## config.mk

```make
export PLATFORM = sky130hd
export DESIGN_NAME = imem_loader
export DESIGN_NICKNAME = d
export VERILOG_FILES = /design/src/rtl/imem_loader.sv
export SDC_FILE = /design/constraint.sdc
export NUM_CORES = 1
export LEC_CHECK = 0
export CORE_MARGIN = 2
export CORE_UTILIZATION = 54
export CTS_CLUSTER_SIZE = 30
export DETAILED_ROUTE_END_ITERATION = 16
export PLACE_DENSITY = 0.86
export SYNTH_ARGS = -nofsm -noshare
export SYNTH_HDL_FRONTEND = slang
export SYNTH_SLANG_ARGS = --single-unit
export TNS_END_PERCENT = 100
```

## constraint.sdc

```tcl
create_clock -name clk -period 5 [get_ports clk]
set_input_delay 0.5 -clock clk [delete_from_list [all_inputs] [get_ports clk]]
set_output_delay 0.5 -clock clk [all_outputs]
set_load 0.1 [all_outputs]
```

## src/rtl/imem_loader.sv

```systemverilog
`default_nettype none
// ============================================================================
// Module   : imem_loader
// Purpose  : Receives a byte stream (16-bit little-endian word-count header,
//            then instruction bytes), assembles little-endian 32-bit words and
//            writes them to instruction memory. Holds the CPU in reset until
//            the whole image has been written.
// Revision : 1.0 - initial release
// ============================================================================
module imem_loader #(
  parameter int DEPTH_WORDS = 256,
  parameter int ADDR_W      = 64,
  parameter int CNT_W       = 16
) (
  input  logic              clk,
  input  logic              rst,
  input  logic              start,
  input  logic [7:0]        in_data,
  input  logic              in_valid,
  output logic              in_ready,
  output logic              imem_we,
  output logic [ADDR_W-1:0] imem_adr,
  output logic [31:0]       imem_wdata,
  output logic              cpu_rst,
  output logic              busy,
  output logic              done,
  output logic              err,
  output logic [CNT_W-1:0]  words_written
);

  typedef enum logic [2:0] {
    S_IDLE  = 3'd0,
    S_LEN0  = 3'd1,
    S_LEN1  = 3'd2,
    S_DATA  = 3'd3,
    S_WRITE = 3'd4,
    S_DONE  = 3'd5,
    S_ERROR = 3'd6
  } state_t;

  // One extra bit so the capacity compares cleanly against any header value.
  localparam logic [CNT_W:0] C_DEPTH = (CNT_W + 1)'(DEPTH_WORDS);

  state_t           r_state;
  state_t           w_state_n;
  logic [CNT_W-1:0] r_n_words;
  logic [1:0]       r_byte_idx;
  logic [23:0]      r_wbuf;

  logic             w_accept;
  logic [CNT_W-1:0] w_len;
  logic             w_len_bad;
  logic [CNT_W-1:0] w_ww_inc;

  assign w_accept  = in_valid & in_ready;
  assign w_len     = CNT_W'({in_data, r_n_words[7:0]});
  assign w_len_bad = (w_len == '0) || ({1'b0, w_len} > C_DEPTH);
  assign w_ww_inc  = words_written + CNT_W'(1);

  // Next-state selection; outputs are registered from this next state.
  always_comb begin
    w_state_n = r_state;
    case (r_state)
      S_IDLE, S_DONE, S_ERROR: if (start) w_state_n = S_LEN0;
      S_LEN0:  if (w_accept) w_state_n = S_LEN1;
      S_LEN1:  if (w_accept) w_state_n = w_len_bad ? S_ERROR : S_DATA;
      S_DATA:  if (w_accept && (r_byte_idx == 2'd3)) w_state_n = S_WRITE;
      S_WRITE: w_state_n = (w_ww_inc == r_n_words) ? S_DONE : S_DATA;
      default: w_state_n = S_IDLE;
    endcase
  end

  // State register, registered status outputs and word assembly datapath.
  always_ff @(posedge clk) begin
    if (rst) begin
      r_state       <= S_IDLE;
      in_ready      <= 1'b0;
      imem_we       <= 1'b0;
      imem_adr      <= '0;
      imem_wdata    <= '0;
      cpu_rst       <= 1'b1;
      busy          <= 1'b0;
      done          <= 1'b0;
      err           <= 1'b0;
      words_written <= '0;
      r_n_words     <= '0;
      r_byte_idx    <= 2'd0;
      r_wbuf        <= '0;
    end else begin
      r_state  <= w_state_n;
      in_ready <= (w_state_n == S_LEN0) || (w_state_n == S_LEN1) || (w_state_n == S_DATA);
      busy     <= (w_state_n == S_LEN0) || (w_state_n == S_LEN1) ||
                  (w_state_n == S_DATA) || (w_state_n == S_WRITE);
      imem_we  <= (w_state_n == S_WRITE);
      done     <= (w_state_n == S_DONE);
      err      <= (w_state_n == S_ERROR);
      cpu_rst  <= (w_state_n != S_DONE);

      case (r_state)
        S_IDLE, S_DONE, S_ERROR: begin
          if (start) begin
            words_written <= '0;
            r_byte_idx    <= 2'd0;
          end
        end
        S_LEN0: if (w_accept) r_n_words <= CNT_W'(in_data);
        S_LEN1: if (w_accept) r_n_words <= w_len;
        S_DATA: begin
          if (w_accept) begin
            if (r_byte_idx == 2'd3) begin
              // Fourth byte completes the word; capture address alongside it.
              imem_wdata <= {in_data, r_wbuf};
              imem_adr   <= ADDR_W'({words_written, 2'b00});
              r_byte_idx <= 2'd0;
            end else begin
              case (r_byte_idx)
                2'd0:    r_wbuf[7:0]   <= in_data;
                2'd1:    r_wbuf[15:8]  <= in_data;
                default: r_wbuf[23:16] <= in_data;
              endcase
              r_byte_idx <= r_byte_idx + 2'd1;
            end
          end
        end
        S_WRITE: words_written <= w_ww_inc;
        default: ;
      endcase
    end
  end

endmodule
`default_nettype wire

```

==> impl_results.md <==
- Status: finished, final reports clean
- # IOs: 130
- Worst R2R End: in_ready
- Crit Path Max Fanout: 9
- Fmax: 354.2 MHz
- Setup Crit Path Kind: reg2out
- Crit path max-delay family: buffers and inverters
- Relative slew slack: 0.1756
- Final period util: 0.5647
- Final WL: ~14000 µm
- Netlist cell types: 52
- Yosys top cell area share: 0.4296
- Leakage power: 2.274 nW
- Total track usage: 0.2573
- Sequential power share: 0.396
- Via density: approximately 5.6
- Row count: 36
- Psw: 0.6379 mW
- Leading area contributor after synthesis: dfxtp_1
- Max-cap viol count: 0
- Pre-antenna DRT Iters: 5
- Maximum clock path buffer count: 2
- CTS tree: yes
- Iter 0 DRT Violations: 375
- Reg-to-reg startpoint: words_written[0]
- Critical path capture point: words_written[12]
- Startpoint Class: flip-flop
- Pins Over Slew Limit: 0
- Xor and xnor area share after synthesis: 0.03922
- Proportion of synthesized area in mux cells: 0
- Worst path arrival time: 2.32 ns
- RSZ-0062 raised after global routing: false
- Clock buffer count from CTS: 17
- Critical Path Stages: 1
- CP Launch Point: words_written[12]
- Die Span X: 103.6 µm
- Worst path max stage delay: 1.22 ns
- Core area: 9684 µm²
- Pwr Density: 358.5 nW/µm²
- Finished Layout Cells: 879
- Clock Latency Late Sink: 0.52 ns
- DRC: 0
- Area growth syn-to-layout: 22.09%
- Worst-path cell chain: clkdlybuf4s50_1
- R2r setup slk: roughly 2.2 ns
- Post-CTS Resized: 0
- Hold_buf cts: 0
- Flops & latches, synth: 115
- CP bufs+invs: 1
- Compound-cell area share of the yosys netlist: 0.1630
- Post-synthesis sequential area ratio: 0.4296
- Post-layout instance area: 6543 µm²
- First-pass GRT wire length: 22360 µm
- Netlist Area Pre-Place: roughly 5400 µm²
- Critical path's slowest cell: clkdlybuf4s50_1
- Post-Synthesis Cells: 681
- Int Pwr: 1.708 mW
- Fraction of layout cells with a size suffix above 1: 0.06032
- Final ANT Viol Nets: 0
- CTS Sinks: 115
- Avg Cell Area, Syn: ~7.9 µm²
- Comb pwr share: 0.105
- YS warnings: 0
- Vias: 4895
- Synth area leaders: dfxtp_1 (43%), nand2_1 (10%), a21oi_1 (8.8%)
- Critical path capture point type: output port
- FF-to-FF path depth: 7
- DP Cell Count: around 850
- Overflow left after global routing: 0
- Post-synth ARST share: 0
- Overall power: 2.345 mW
- Largest net degree at the start of global routing: between 100 and 150
- Slew @ Worst Pin: approximately 1.2 ns
- Critical Path RT: 4.50 ns
- Final hold vios: 0
- Number of diodes: 0
- Final setup vio count: 0
- GP Congestion: 0.9257
- Dpl cell area: 5962 µm²
- Starting Density: 0.5534
- Period minus WS final: 2.824 ns
- Sw frac: 0.2720
- Port buffer count: 81
- Nets: 750
- Initial antenna violation count: 0
- H-tree depth: 4
- Clk_skew: 0.009689 ns
- Post-synth EDFFs: 0
- Synth Area in Adders: 0.01167
- Vert. Die Dim: 103.6 µm
- Mean routed wirelength per cell: 15.72 µm
- Placed wire-length estimate: 8971 µm
- VDD IR-drop max: 0.2502 mV
- Fin Setup TNS: 0 ns
- Post-synthesis simple-gate area fraction: 0.2440
- Clk root buf: clkbuf_8
- Hold crit path type: reg2reg
- Largest family of logic cells by synthesized area: simple AND/OR/NAND/NOR gates
- Top_reg_cell synth: dfxtp_1
- Vias in the first global route: 4537
- Fill count: 767
- Post-CTS Repair Setup Buffers: 0
- Clk slew on worst S/H paths: 0.05 ns
- Clock network power share: 0.499
- Die ar.: 10740 µm²
[placed cells by master (no fill, tap or decap), types with 16 or more instances in the layout]
| master | n |
|---|---|
| nand2_1 | 145 |
| dfxtp_1 | 115 |
| a21oi_1 | 94 |
| clkdlybuf4s50_1 | 80 |
| conb_1 | 48 |
| nor2_1 | 39 |
| nand3_1 | 35 |
| o21ai_0 | 17 |
| xnor2_1 | 16 |
| clkbuf_16 | 16 |
[through the flow]
stage / hold slack (ns) / setup slack, ns / util
3_5_place_dp: 0.4468 / 2.036 / 0.6156
2_1_floorplan: 0.4322 / 1.804 / -
4_1_cts: 0.4543 / 2.186 / 0.6756
3_3_place_gp: 0.4421 / 2.131 / 0.6156
5_1_grt: 0.4687 / 2.042 / 0.6756
6_report: 0.4516 / 2.176 / 0.6756
[registers in the layout, indices dropped and copies added, names as in the netlist, 2 cells and up]
name and count:
imem_wdata 32, r_wbuf 24, imem_adr 16, r_n_words 16
words_written 16, r_state 3, r_byte_idx 2
[power groups by stage]
| stage | Sequential (mW) | Clock [mW] | Combinational (mW) |
|---|---|---|---|
| after global placement | 0.948 | 0 | 0.240 |
| after CTS | 0.929 | 1.18 | 0.243 |
| final | 0.929 | 1.17 | 0.246 |
| after detailed placement | 0.948 | 0 | 0.242 |
| after global routing | 0.930 | 1.22 | 0.254 |
| after floorplan | 0.955 | 0 | 0.233 |
[worst min path at each step]
stage	start	to	slack (ns)	cells past startpoint
6_report	imem_adr[6]	imem_adr[6]	0.45	2
5_1_grt	imem_wdata[11]	imem_wdata[11]	0.47	2
4_1_cts	imem_adr[6]	imem_adr[6]	0.45	2
3_3_place_gp	imem_adr[14]	imem_adr[14]	0.44	2
2_1_floorplan	r_wbuf[0]	imem_wdata[0]	0.43	2
3_5_place_dp	imem_adr[13]	imem_adr[13]	0.45	2
[cells by family (layout without fill, tap and decap cells)]
logic type | after synthesis | in the layout
buffers and inverters | 103 | 121
AND/OR/NAND/NOR | 282 | 282
flip-flops | 115 | 115
other | 1 | 48
adder cells (fa/ha/maj) | 5 | 5
AO/OA/AOI/OAI | 151 | 151
XOR/XNOR | 24 | 24
[area by class of cell]
| class | count | area, µm² | area share |
|---|---|---|---|
| clock buffers | 24 | 480.5 | 0.07344 |
| clock inverters | 8 | 100.1 | 0.01530 |
| inverters | 4 | 15.01 | 0.002295 |
| multi-input cells | 510 | 2640 | 0.4035 |
| flip-flops and latches | 115 | 2302 | 0.3519 |
| well taps | 133 | 166.4 | 0.02544 |
| repair buffers | 85 | 838.3 | 0.1281 |
[cells in the mapped netlist (2+ instances only)]
cell type  count
a311oi_1       5
inv_1          4
clkbuf_1      36
nor4b_1        2
dfxtp_1      115
and3_1         7
and2_1         5
a22oi_1        8
o21ai_0       17
xnor2_1       16
xor2_1         8
or3_1          6
or4_1          4
a211oi_2       2
nor2b_1        9
buf_4         54
nand2_1      145
buf_2          8
nand3b_1       2
a211oi_1       2
nand3_1       35
nand2b_1       2
and3b_1        2
o211a_1        2
nand4_1        3
ha_1           5
nor2_1        39
a21oi_1       94
nor3_1         9
nor4_1         3
a31oi_1       11
[per-layer routing]
metal | GRT usage | share of wire
met3 | 0.04972 | 0.066
met2 | 0.4470 | 0.50
met5 | 0 | 0
met4 | 0.1187 | 0.028
met1 | 0.3072 | 0.40
Note: power is estimated with default switching activity, not from simulation.
